$ cat src/rtl/axi4lite_master_cmd_if.sv
// axi4lite_if: AXI4-Lite signal bundle shared by an initiator and a target.
//   master modport: drives AW/W/AR channels and BREADY/RREADY, samples the rest.
//   slave  modport: the mirror image.
interface axi4lite_if #(
  parameter int unsigned ADDR_WIDTH = 6,
  parameter int unsigned DATA_WIDTH = 32
);
  localparam int unsigned STRB_WIDTH = DATA_WIDTH / 8;

  logic [ADDR_WIDTH-1:0] AWADDR;
  logic                  AWVALID;
  logic                  AWREADY;
  logic [DATA_WIDTH-1:0] WDATA;
  logic [STRB_WIDTH-1:0] WSTRB;
  logic                  WVALID;
  logic                  WREADY;
  logic [1:0]            BRESP;
  logic                  BVALID;
  logic                  BREADY;
  logic [ADDR_WIDTH-1:0] ARADDR;
  logic                  ARVALID;
  logic                  ARREADY;
  logic [DATA_WIDTH-1:0] RDATA;
  logic [1:0]            RRESP;
  logic                  RVALID;
  logic                  RREADY;

  modport master (
    output AWADDR, AWVALID, WDATA, WSTRB, WVALID, BREADY, ARADDR, ARVALID, RREADY,
    input  AWREADY, WREADY, BRESP, BVALID, ARREADY, RDATA, RRESP, RVALID
  );

  modport slave (
    input  AWADDR, AWVALID, WDATA, WSTRB, WVALID, BREADY, ARADDR, ARVALID, RREADY,
    output AWREADY, WREADY, BRESP, BVALID, ARREADY, RDATA, RRESP, RVALID
  );
endinterface

$ cat src/rtl/axi4lite_master_cmd.sv
// axi4lite_master_cmd: single-outstanding AXI4-Lite initiator.
//   CLK, RST           : clock, synchronous active-high reset
//   cmd_*              : command in (valid/ready, write flag, addr, wdata, wstrb)
//   rsp_*              : held response out (valid/ready, write flag, rdata, resp)
//   axi_master         : AXI4-Lite initiator port
// Every output, AXI and response alike, comes straight from a register.
module axi4lite_master_cmd #(
  parameter int unsigned ADDR_WIDTH = 6,
  parameter int unsigned DATA_WIDTH = 32
) (
  input  logic                    CLK,
  input  logic                    RST,
  input  logic                    cmd_valid,
  output logic                    cmd_ready,
  input  logic                    cmd_write,
  input  logic [ADDR_WIDTH-1:0]   cmd_addr,
  input  logic [DATA_WIDTH-1:0]   cmd_wdata,
  input  logic [DATA_WIDTH/8-1:0] cmd_wstrb,
  output logic                    rsp_valid,
  input  logic                    rsp_ready,
  output logic                    rsp_write,
  output logic [DATA_WIDTH-1:0]   rsp_rdata,
  output logic [1:0]              rsp_resp,
  axi4lite_if.master              axi_master
);
  localparam int unsigned STRB_WIDTH = DATA_WIDTH / 8;

  typedef enum logic [2:0] {
    IDLE    = 3'd0,
    WR_REQ  = 3'd1,
    WR_RESP = 3'd2,
    RD_REQ  = 3'd3,
    RD_DATA = 3'd4,
    RSP     = 3'd5
  } state_t;

  state_t                r_state;
  logic                  r_cmd_ready;
  logic                  r_write;
  logic [ADDR_WIDTH-1:0] r_addr;
  logic [DATA_WIDTH-1:0] r_wdata;
  logic [STRB_WIDTH-1:0] r_wstrb;
  logic                  r_awvalid;
  logic                  r_wvalid;
  logic                  r_bready;
  logic                  r_arvalid;
  logic                  r_rready;
  logic                  r_rsp_valid;
  logic                  r_rsp_write;
  logic [DATA_WIDTH-1:0] r_rsp_rdata;
  logic [1:0]            r_rsp_resp;

  // A write channel is finished once its VALID is already down or is being accepted now;
  // the VALID registers double as the per-channel pending flags.
  logic w_aw_done;
  logic w_w_done;
  assign w_aw_done = !r_awvalid || axi_master.AWREADY;
  assign w_w_done  = !r_wvalid  || axi_master.WREADY;

  // Output drive, registers only
  assign cmd_ready          = r_cmd_ready;
  assign rsp_valid          = r_rsp_valid;
  assign rsp_write          = r_rsp_write;
  assign rsp_rdata          = r_rsp_rdata;
  assign rsp_resp           = r_rsp_resp;
  assign axi_master.AWADDR  = r_addr;
  assign axi_master.AWVALID = r_awvalid;
  assign axi_master.WDATA   = r_wdata;
  assign axi_master.WSTRB   = r_wstrb;
  assign axi_master.WVALID  = r_wvalid;
  assign axi_master.BREADY  = r_bready;
  assign axi_master.ARADDR  = r_addr;
  assign axi_master.ARVALID = r_arvalid;
  assign axi_master.RREADY  = r_rready;

  // Transaction sequencer
  always_ff @(posedge CLK) begin
    if (RST) begin
      r_state     <= IDLE;
      r_cmd_ready <= 1'b1;
      r_write     <= 1'b0;
      r_addr      <= '0;
      r_wdata     <= '0;
      r_wstrb     <= '0;
      r_awvalid   <= 1'b0;
      r_wvalid    <= 1'b0;
      r_bready    <= 1'b0;
      r_arvalid   <= 1'b0;
      r_rready    <= 1'b0;
      r_rsp_valid <= 1'b0;
      r_rsp_write <= 1'b0;
      r_rsp_rdata <= '0;
      r_rsp_resp  <= 2'b00;
    end else begin
      case (r_state)
        IDLE: begin
          if (cmd_valid && r_cmd_ready) begin
            r_addr      <= cmd_addr;
            r_wdata     <= cmd_wdata;
            r_wstrb     <= cmd_wstrb;
            r_write     <= cmd_write;
            r_cmd_ready <= 1'b0;
            if (cmd_write) begin
              r_awvalid <= 1'b1;
              r_wvalid  <= 1'b1;
              r_state   <= WR_REQ;
            end else begin
              r_arvalid <= 1'b1;
              r_state   <= RD_REQ;
            end
          end
        end

        WR_REQ: begin
          if (axi_master.AWREADY) r_awvalid <= 1'b0;
          if (axi_master.WREADY)  r_wvalid  <= 1'b0;
          if (w_aw_done && w_w_done) begin
            r_bready <= 1'b1;
            r_state  <= WR_RESP;
          end
        end

        WR_RESP: begin
          if (axi_master.BVALID) begin
            r_bready    <= 1'b0;
            r_rsp_resp  <= axi_master.BRESP;
            r_rsp_rdata <= '0;
            r_rsp_write <= r_write;
            r_rsp_valid <= 1'b1;
            r_state     <= RSP;
          end
        end

        RD_REQ: begin
          if (axi_master.ARREADY) begin
            r_arvalid <= 1'b0;
            r_rready  <= 1'b1;
            r_state   <= RD_DATA;
          end
        end

        RD_DATA: begin
          if (axi_master.RVALID) begin
            r_rready    <= 1'b0;
            r_rsp_rdata <= axi_master.RDATA;
            r_rsp_resp  <= axi_master.RRESP;
            r_rsp_write <= r_write;
            r_rsp_valid <= 1'b1;
            r_state     <= RSP;
          end
        end

        RSP: begin
          if (rsp_ready) begin
            r_rsp_valid <= 1'b0;
            r_cmd_ready <= 1'b1;
            r_state     <= IDLE;
          end
        end

        default: begin
          r_state     <= IDLE;
          r_cmd_ready <= 1'b1;
          r_awvalid   <= 1'b0;
          r_wvalid    <= 1'b0;
          r_bready    <= 1'b0;
          r_arvalid   <= 1'b0;
          r_rready    <= 1'b0;
          r_rsp_valid <= 1'b0;
        end
      endcase
    end
  end
endmodule

$ cat src/flat_wrapper.sv
// flat-port wrapper written by rule: the top's interface ports become plain ports
module axi4lite_master_cmd_flat 
#(
  parameter int unsigned ADDR_WIDTH = 6,
  parameter int unsigned DATA_WIDTH = 32
)
  (CLK, RST, cmd_valid, cmd_ready, cmd_write, cmd_addr, cmd_wdata, cmd_wstrb, rsp_valid, rsp_ready, rsp_write, rsp_rdata, rsp_resp, axi_master_AWADDR, axi_master_AWVALID, axi_master_WDATA, axi_master_WSTRB, axi_master_WVALID, axi_master_BREADY, axi_master_ARADDR, axi_master_ARVALID, axi_master_RREADY, axi_master_AWREADY, axi_master_WREADY, axi_master_BRESP, axi_master_BVALID, axi_master_ARREADY, axi_master_RDATA, axi_master_RRESP, axi_master_RVALID);
  axi4lite_if #(.ADDR_WIDTH(ADDR_WIDTH), .DATA_WIDTH(DATA_WIDTH)) axi_master_i ();
  input  logic CLK;
  input  logic RST;
  input  logic cmd_valid;
  output logic cmd_ready;
  input  logic cmd_write;
  input  logic [ADDR_WIDTH-1:0] cmd_addr;
  input  logic [DATA_WIDTH-1:0] cmd_wdata;
  input  logic [DATA_WIDTH/8-1:0] cmd_wstrb;
  output logic rsp_valid;
  input  logic rsp_ready;
  output logic rsp_write;
  output logic [DATA_WIDTH-1:0] rsp_rdata;
  output logic [1:0] rsp_resp;
  output wire logic [$bits(axi_master_i.AWADDR)-1:0] axi_master_AWADDR;
  output wire logic [$bits(axi_master_i.AWVALID)-1:0] axi_master_AWVALID;
  output wire logic [$bits(axi_master_i.WDATA)-1:0] axi_master_WDATA;
  output wire logic [$bits(axi_master_i.WSTRB)-1:0] axi_master_WSTRB;
  output wire logic [$bits(axi_master_i.WVALID)-1:0] axi_master_WVALID;
  output wire logic [$bits(axi_master_i.BREADY)-1:0] axi_master_BREADY;
  output wire logic [$bits(axi_master_i.ARADDR)-1:0] axi_master_ARADDR;
  output wire logic [$bits(axi_master_i.ARVALID)-1:0] axi_master_ARVALID;
  output wire logic [$bits(axi_master_i.RREADY)-1:0] axi_master_RREADY;
  input wire logic [$bits(axi_master_i.AWREADY)-1:0] axi_master_AWREADY;
  input wire logic [$bits(axi_master_i.WREADY)-1:0] axi_master_WREADY;
  input wire logic [$bits(axi_master_i.BRESP)-1:0] axi_master_BRESP;
  input wire logic [$bits(axi_master_i.BVALID)-1:0] axi_master_BVALID;
  input wire logic [$bits(axi_master_i.ARREADY)-1:0] axi_master_ARREADY;
  input wire logic [$bits(axi_master_i.RDATA)-1:0] axi_master_RDATA;
  input wire logic [$bits(axi_master_i.RRESP)-1:0] axi_master_RRESP;
  input wire logic [$bits(axi_master_i.RVALID)-1:0] axi_master_RVALID;
  assign axi_master_AWADDR = axi_master_i.AWADDR;
  assign axi_master_AWVALID = axi_master_i.AWVALID;
  assign axi_master_WDATA = axi_master_i.WDATA;
  assign axi_master_WSTRB = axi_master_i.WSTRB;
  assign axi_master_WVALID = axi_master_i.WVALID;
  assign axi_master_BREADY = axi_master_i.BREADY;
  assign axi_master_ARADDR = axi_master_i.ARADDR;
  assign axi_master_ARVALID = axi_master_i.ARVALID;
  assign axi_master_RREADY = axi_master_i.RREADY;
  assign axi_master_i.AWREADY = axi_master_AWREADY;
  assign axi_master_i.WREADY = axi_master_WREADY;
  assign axi_master_i.BRESP = axi_master_BRESP;
  assign axi_master_i.BVALID = axi_master_BVALID;
  assign axi_master_i.ARREADY = axi_master_ARREADY;
  assign axi_master_i.RDATA = axi_master_RDATA;
  assign axi_master_i.RRESP = axi_master_RRESP;
  assign axi_master_i.RVALID = axi_master_RVALID;
  axi4lite_master_cmd #(.ADDR_WIDTH(ADDR_WIDTH), .DATA_WIDTH(DATA_WIDTH)) u_core (.CLK(CLK), .RST(RST), .cmd_valid(cmd_valid), .cmd_ready(cmd_ready), .cmd_write(cmd_write), .cmd_addr(cmd_addr), .cmd_wdata(cmd_wdata), .cmd_wstrb(cmd_wstrb), .rsp_valid(rsp_valid), .rsp_ready(rsp_ready), .rsp_write(rsp_write), .rsp_rdata(rsp_rdata), .rsp_resp(rsp_resp), .axi_master(axi_master_i));
endmodule
$ cat config.mk
export PLATFORM = sky130hd
export DESIGN_NAME = axi4lite_master_cmd_flat
export DESIGN_NICKNAME = d
export VERILOG_FILES = /design/src/rtl/axi4lite_master_cmd_if.sv /design/src/rtl/axi4lite_master_cmd.sv /design/src/flat_wrapper.sv
export SDC_FILE = /design/constraint.sdc
export NUM_CORES = 1
export LEC_CHECK = 0
export BUFFER_PORTS_ARGS = -buffer_cell sky130_fd_sc_hd__buf_2
export CELL_PAD_IN_SITES_DETAIL_PLACEMENT = 1
export CELL_PAD_IN_SITES_GLOBAL_PLACEMENT = 2
export CORE_UTILIZATION = 25
export DETAILED_ROUTE_END_ITERATION = 16
export PLACE_DENSITY = 0.85
export SYNTH_ARGS = -nofsm -noshare
export SYNTH_HDL_FRONTEND = slang
export SYNTH_SLANG_ARGS = --single-unit
$ cat constraint.sdc
create_clock -name CLK -period 3.48 [get_ports CLK]
set_input_delay 0.522 -clock CLK [delete_from_list [all_inputs] [get_ports CLK]]
set_output_delay 0.522 -clock CLK [all_outputs]
set_load 0.005 [all_outputs]
# Word level (Yosys, flattened, before mapping)
# Cells that the tools add are included.
# classes
eq_ne,15
n_mux,40
n_bitwise,6
n_reduce_logical,24
# ops
operator,n
$mux 32,2
$pmux 32 s2,1
$reduce_or 4->1,5
$mux 1,18
$mux 3,6
$pmux 1 s3,6
$pmux 3 s6,1
$ne 2x2->1 const B,8
$reduce_and 4->1,4
$reduce_and 3->1,4
$eq 3x2->1 const B,2
$eq 3x3->1 const B,2
$mux 2,3
$not 1->1,6
$reduce_and 6->1,1
$ne 2x1->1 const B,2
$pmux 1 s4,1
$pmux 2 s2,1
$eq 3x1->1 const B,1
$logic_not 3->1,1
$reduce_or 3->1,1
$logic_and 1x1->1,2
$logic_not 1->1,2
$logic_or 1x1->1,2
3 further kinds,3
# totals
regBits,88
inputBits,88
output_inout_bits,90
wordCells,100

# Depth between registers and ports, before layout
# depth
ltp_word,5
ltp_mapped,7
depth_no_buf,4

# Worst setup path after synthesis
# Ideal clock, no wire load.
# synth_timing
path_type,input to register
from,input RST
to,register u_core.r_bready (netlist: u_core.axi_master.BREADY)
setup_time_ns,0.128
t_arrival_ns,1.402
required_ns,3.352
path_slack_ns,1.950
cell_stages,4
n_path_buf,3
cell_sequence,clkbuf_1 clkbuf_1 buf_1 nor2_1
# synth_lines
element,line,text
start: declaration,flat_wrapper.sv:10,input logic RST;
end signal: assignment,axi4lite_master_cmd.sv:87,r_bready <= 1'b0;
end signal: assignment,axi4lite_master_cmd.sv:118,r_bready <= 1'b1;
end signal: assignment,axi4lite_master_cmd.sv:125,r_bready <= 1'b0;
end: declaration,axi4lite_master_cmd.sv:45,logic r_bready;
# No word-level cell between the ends.

# Final worst setup path
# layout_timing
from,register u_core.r_state[2]
to,register u_core.r_rsp_resp[0] (netlist: u_core.rsp_resp[0])
# layout_via
elab_chain_len,3
elab_cells_between_ends,7
cone_classes,eq/ne (4); mux (1); reduce/logical (2)
# layout_rtl
element,line,text
start: declaration,axi4lite_master_cmd.sv:37,state_t r_state;
start signal: assignment,axi4lite_master_cmd.sv:79,r_state <= IDLE;
start signal: assignment,axi4lite_master_cmd.sv:106,r_state <= WR_REQ;
start signal: assignment,axi4lite_master_cmd.sv:109,r_state <= RD_REQ;
$eq 3x3->1 / $eq 3x2->1 (equally long branches),axi4lite_master_cmd.sv:95,case (r_state)
$ne 2x2->1 (no line) / $reduce_bool 2->1 (equally long branches),n/a,
$reduce_and 3->1 (no line),n/a,
end signal: assignment,axi4lite_master_cmd.sv:126,r_rsp_resp <= axi_master.BRESP;
end signal: assignment,axi4lite_master_cmd.sv:146,r_rsp_resp <= axi_master.RRESP;
end: declaration,axi4lite_master_cmd.sv:51,logic [1:0] r_rsp_resp;
# Parallel ways exist; a longest one is shown, timed or not.
# A chain may end at the register's enable or synchronous reset.

==> results.md <==
- Outcome: finished, final reports clean
- Max-Cap Viols: 0
- Met1 GRT Util: 14.92%
- Sequential area share after synthesis: 49.01%
- CP Capture Type: flip-flop
- Asr flop ratio synth: 0%
- Internal power: 2.158 mW
- Buf/Inv on CP: 0
- Layout Skew: 0.005295 ns
- Cts bufs inserted: 9
- Placed Area: 0.004581 sq mm
- Largest net degree at the start of global routing: 54
- Global route total overflow: 0
- Switching Fraction: 32.74%
- Sinks on Clock Net: 88
- Tightest Pin Transition: 1.096 ns
- FMAX: 472.5 MHz
- Fraction of the mapped netlist area in simple logic gates: 23.15%
- Worst path cell trace: nor3b_4 -> mux2i_1 -> a211oi_2
- Rows: 43
- RD Place Congestion: 0.7244
- Layout cells sized above 1: 34.94%
- Placed wire-length estimate: 7.504 mm
- Final Hold Vio Count: 0
- Place WS: 1.315 ns
- Hold path depth: 3
- GRT Max-Usage Layer: met2
- Largest stage delay, worst path: 0.97 ns
- Post-CTS setup buffers: 0
- Met2 GRT Util: 23.98%
- Clk slew on worst S/H paths: 0.06 ns
- Die X: 121.9 um
- Synth Area in Compound Gates: 11.42%
- Total GRT Usage: 13.84%
- RSZ-0062 raised after global routing: no
- DR WL/cell: 13.52 um
- Fin util: 35.03%
- Iter 0 DRT Violations: 67
- Finished Cell Area: 0.004881 sq mm
- Pleak: 2.219 nW
- CTS root buf: clkbuf_16
- Die H: 121.9 um
- Crit path launch type: flip-flop
- Syn_area_per_cell: 8.579 sq um
- FF+latch count, synth: 88
- DRT Pass-1 Iters: 4
- Routed WL: 10.29 mm
- Post-synth top area cell: dfxtp_1
- PostCTS Resize Cnt: 0
- Hold_buf cts: 0
- Hold Slack: 0.4169 ns
- Post-Syn Area: 0.003595 sq mm
- Top post-synthesis cells by area: dfxtp_1, mux2i_1, nand2_1
- N_diodes: 0
- Pwr dens: 657.4 mW/mm^2
- CTS tree: done
- Post-route setup slack: 1.363 ns
- Adder-cell share of the synthesized area: 0%
- Num ports: 178
- IO Port Bufs: 177
- Net switching power: 1.050 mW
- Final critical-path share of the clock period: 60.82%
- CP arrival: 2.31 ns
- WP depth: 3
- Die area: 0.01486 sq mm
- Nets: 664
- CP required: 3.67 ns
- Yosys warnings: 0
- Clock latency on the worst-skew pair: 0.34 ns
- Crit Path Class: flip-flop to flip-flop
- Minimum clock period: 2.117 ns
- Xor/xnor share of the synthesized area: 0%
- Initial antenna violation count: 0
- Main synth FF type: dfxtp_1
- Clk buf depth: 2
- Max-slew violations: 0
- CORE AREA: 0.01393 sq mm
- Avg Vias per Cell: 4.403
- Setup TNS: 0 ns
- First-pass GRT wire length: 16.01 mm
- Vias after detailed routing: 3351
- Fillers: 1721
- Largest family of logic cells by synthesized area: simple AND/OR/NAND/NOR gates
- Max H-tree Level: 3
- Syn Inst Count: 419
- Slew headroom: 26.84%
- CP Max Fanout: 34
- Area grow syn2layout: 35.78%
- Vias in the first global route: 3420
- Slowest cell on crit path: nor3b_4
- Share of power burned in registers: 40.4%
- Critical path's top delay family: simple AND/OR/NAND/NOR gates
- Hold WC Path Type: input port to flip-flop
- Post-synth EDFFs: 0
- Final setup fails: 0
- Synth Net Count: 507
- Met3 usage: 5.524%
- Reg2Reg Depth: 3
- Drt drc: 0
- Mux contribution to synthesized area: 10.02%
- Initial Util: 25.80%
- Top cell type's share of synthesized area: 49.01%
- Clock share of power: 30.4%
- Antenna-violating nets left: 0
- Max VDD drop: 298.8 uV
- Logic pwr share: 29.2%
- Netlist cell types: 36
-- through the flow --
stage | power (mW) | instances
global placement | 2.236 | 745
CTS | 3.289 | 761
finish | 3.209 | 761
floorplan | 1.934 | 419
global route | 3.435 | 761
detailed placement | 2.281 | 745
-- power by group through the flow --
stage / registers (mW) / clock network, mW / logic [mW]
after floorplan: 1.28 / 0 / 0.654
after global placement: 1.31 / 0 / 0.928
after detailed placement: 1.32 / 0 / 0.961
after CTS: 1.30 / 1.02 / 0.966
after global routing: 1.32 / 1.06 / 1.05
final: 1.30 / 0.974 / 0.938
-- routing by layer --
layer / wire length (um) / vias up
met5: 0 / -
li1: - / 1678
met1: 4333 / 1532
met2: 4825 / 132
met3: 968 / 9
met4: 158 / 0
-- final cells by class --
class,instances,area [sq um],area share [%]
Clock inverter,4,53.80,1.102
Timing Repair Buffer,182,948.4,19.43
Tap cell,180,225.2,4.614
Sequential cell,88,1762,36.09
Multi-Input combinational cell,290,1627,33.32
Clock buffer,12,246.5,5.050
Inverter,5,18.77,0.3845
-- layout by cell type (no fill, tap or decap), types with 2 or more instances in the layout --
| cell type | instances |
|---|---|
| mux2i_1 | 36 |
| and2_1 | 31 |
| clkbuf_1 | 2 |
| a31oi_1 | 3 |
| nand2_1 | 95 |
| clkbuf_16 | 9 |
| clkinvlp_4 | 2 |
| dfxtp_1 | 88 |
| buf_4 | 3 |
| o2bb2ai_1 | 2 |
| and2_0 | 2 |
| nor2b_1 | 3 |
| buf_2 | 177 |
| a21oi_1 | 48 |
| inv_1 | 5 |
| nand3b_1 | 3 |
| nor2_1 | 42 |
| a211oi_2 | 2 |
| o21ai_0 | 5 |
| buf_12 | 2 |
-- cells by family (layout without fill, tap and decap cells) --
family / after synthesis / after routing
compound gates: 70 / 70
flops: 88 / 88
mux: 36 / 36
simple gates: 184 / 184
buf+inv: 41 / 203
-- final timing paths --
kind | slack, ns | end | startpoint
setup / recovery | 1.36 | u_core.rsp_resp[0]$_SDFFE_PP0P_ | u_core.r_state[2]$_SDFFE_PP0P_
hold / removal | 0.42 | u_core.axi_master.WDATA[15]$_SDFFE_PP0P_ | cmd_wdata[15]
setup reg to reg | 1.36 | u_core.rsp_resp[0]$_SDFFE_PP0P_ | u_core.r_state[2]$_SDFFE_PP0P_
hold reg to reg | 0.46 | u_core.axi_master.WDATA[19]$_SDFFE_PP0P_ | u_core.axi_master.WDATA[19]$_SDFFE_PP0P_
-- worst register-to-register path, stage by stage, from the launching register on --
cell and delay (ns):
dfxtp_1 0.57, nor3b_4 0.97, mux2i_1 0.34, a211oi_2 0.09
-- sequential cells by signal, summed over array words and instances, names as in the netlist --
register and cells:
u_core.axi_master.BREADY 1, u_core.axi_master.ARVALID 1, u_core.axi_master.RREADY 1, u_core.rsp_rdata 32, u_core.r_write 1, u_core.axi_master.ARADDR 6, u_core.axi_master.WDATA 32, u_core.r_state 3
u_core.rsp_valid 1, u_core.axi_master.WVALID 1, u_core.rsp_resp 2, u_core.cmd_ready 1, u_core.axi_master.WSTRB 4, u_core.rsp_write 1, u_core.axi_master.AWVALID 1
-- cell usage after synthesis (2+ instances only) --
library cell / n
clkbuf_1: 12
buf_4: 9
inv_1: 5
dfxtp_1: 88
and2_1: 31
o2bb2ai_1: 2
o21ai_0: 5
buf_6: 4
nor2b_1: 3
a211oi_2: 2
nor2_1: 42
a21oi_1: 49
a31oi_1: 3
mux2i_1: 36
nand2_1: 95
and2_0: 2
nand3b_1: 3
buf_2: 10
Power figures use the tool's default switching activity.
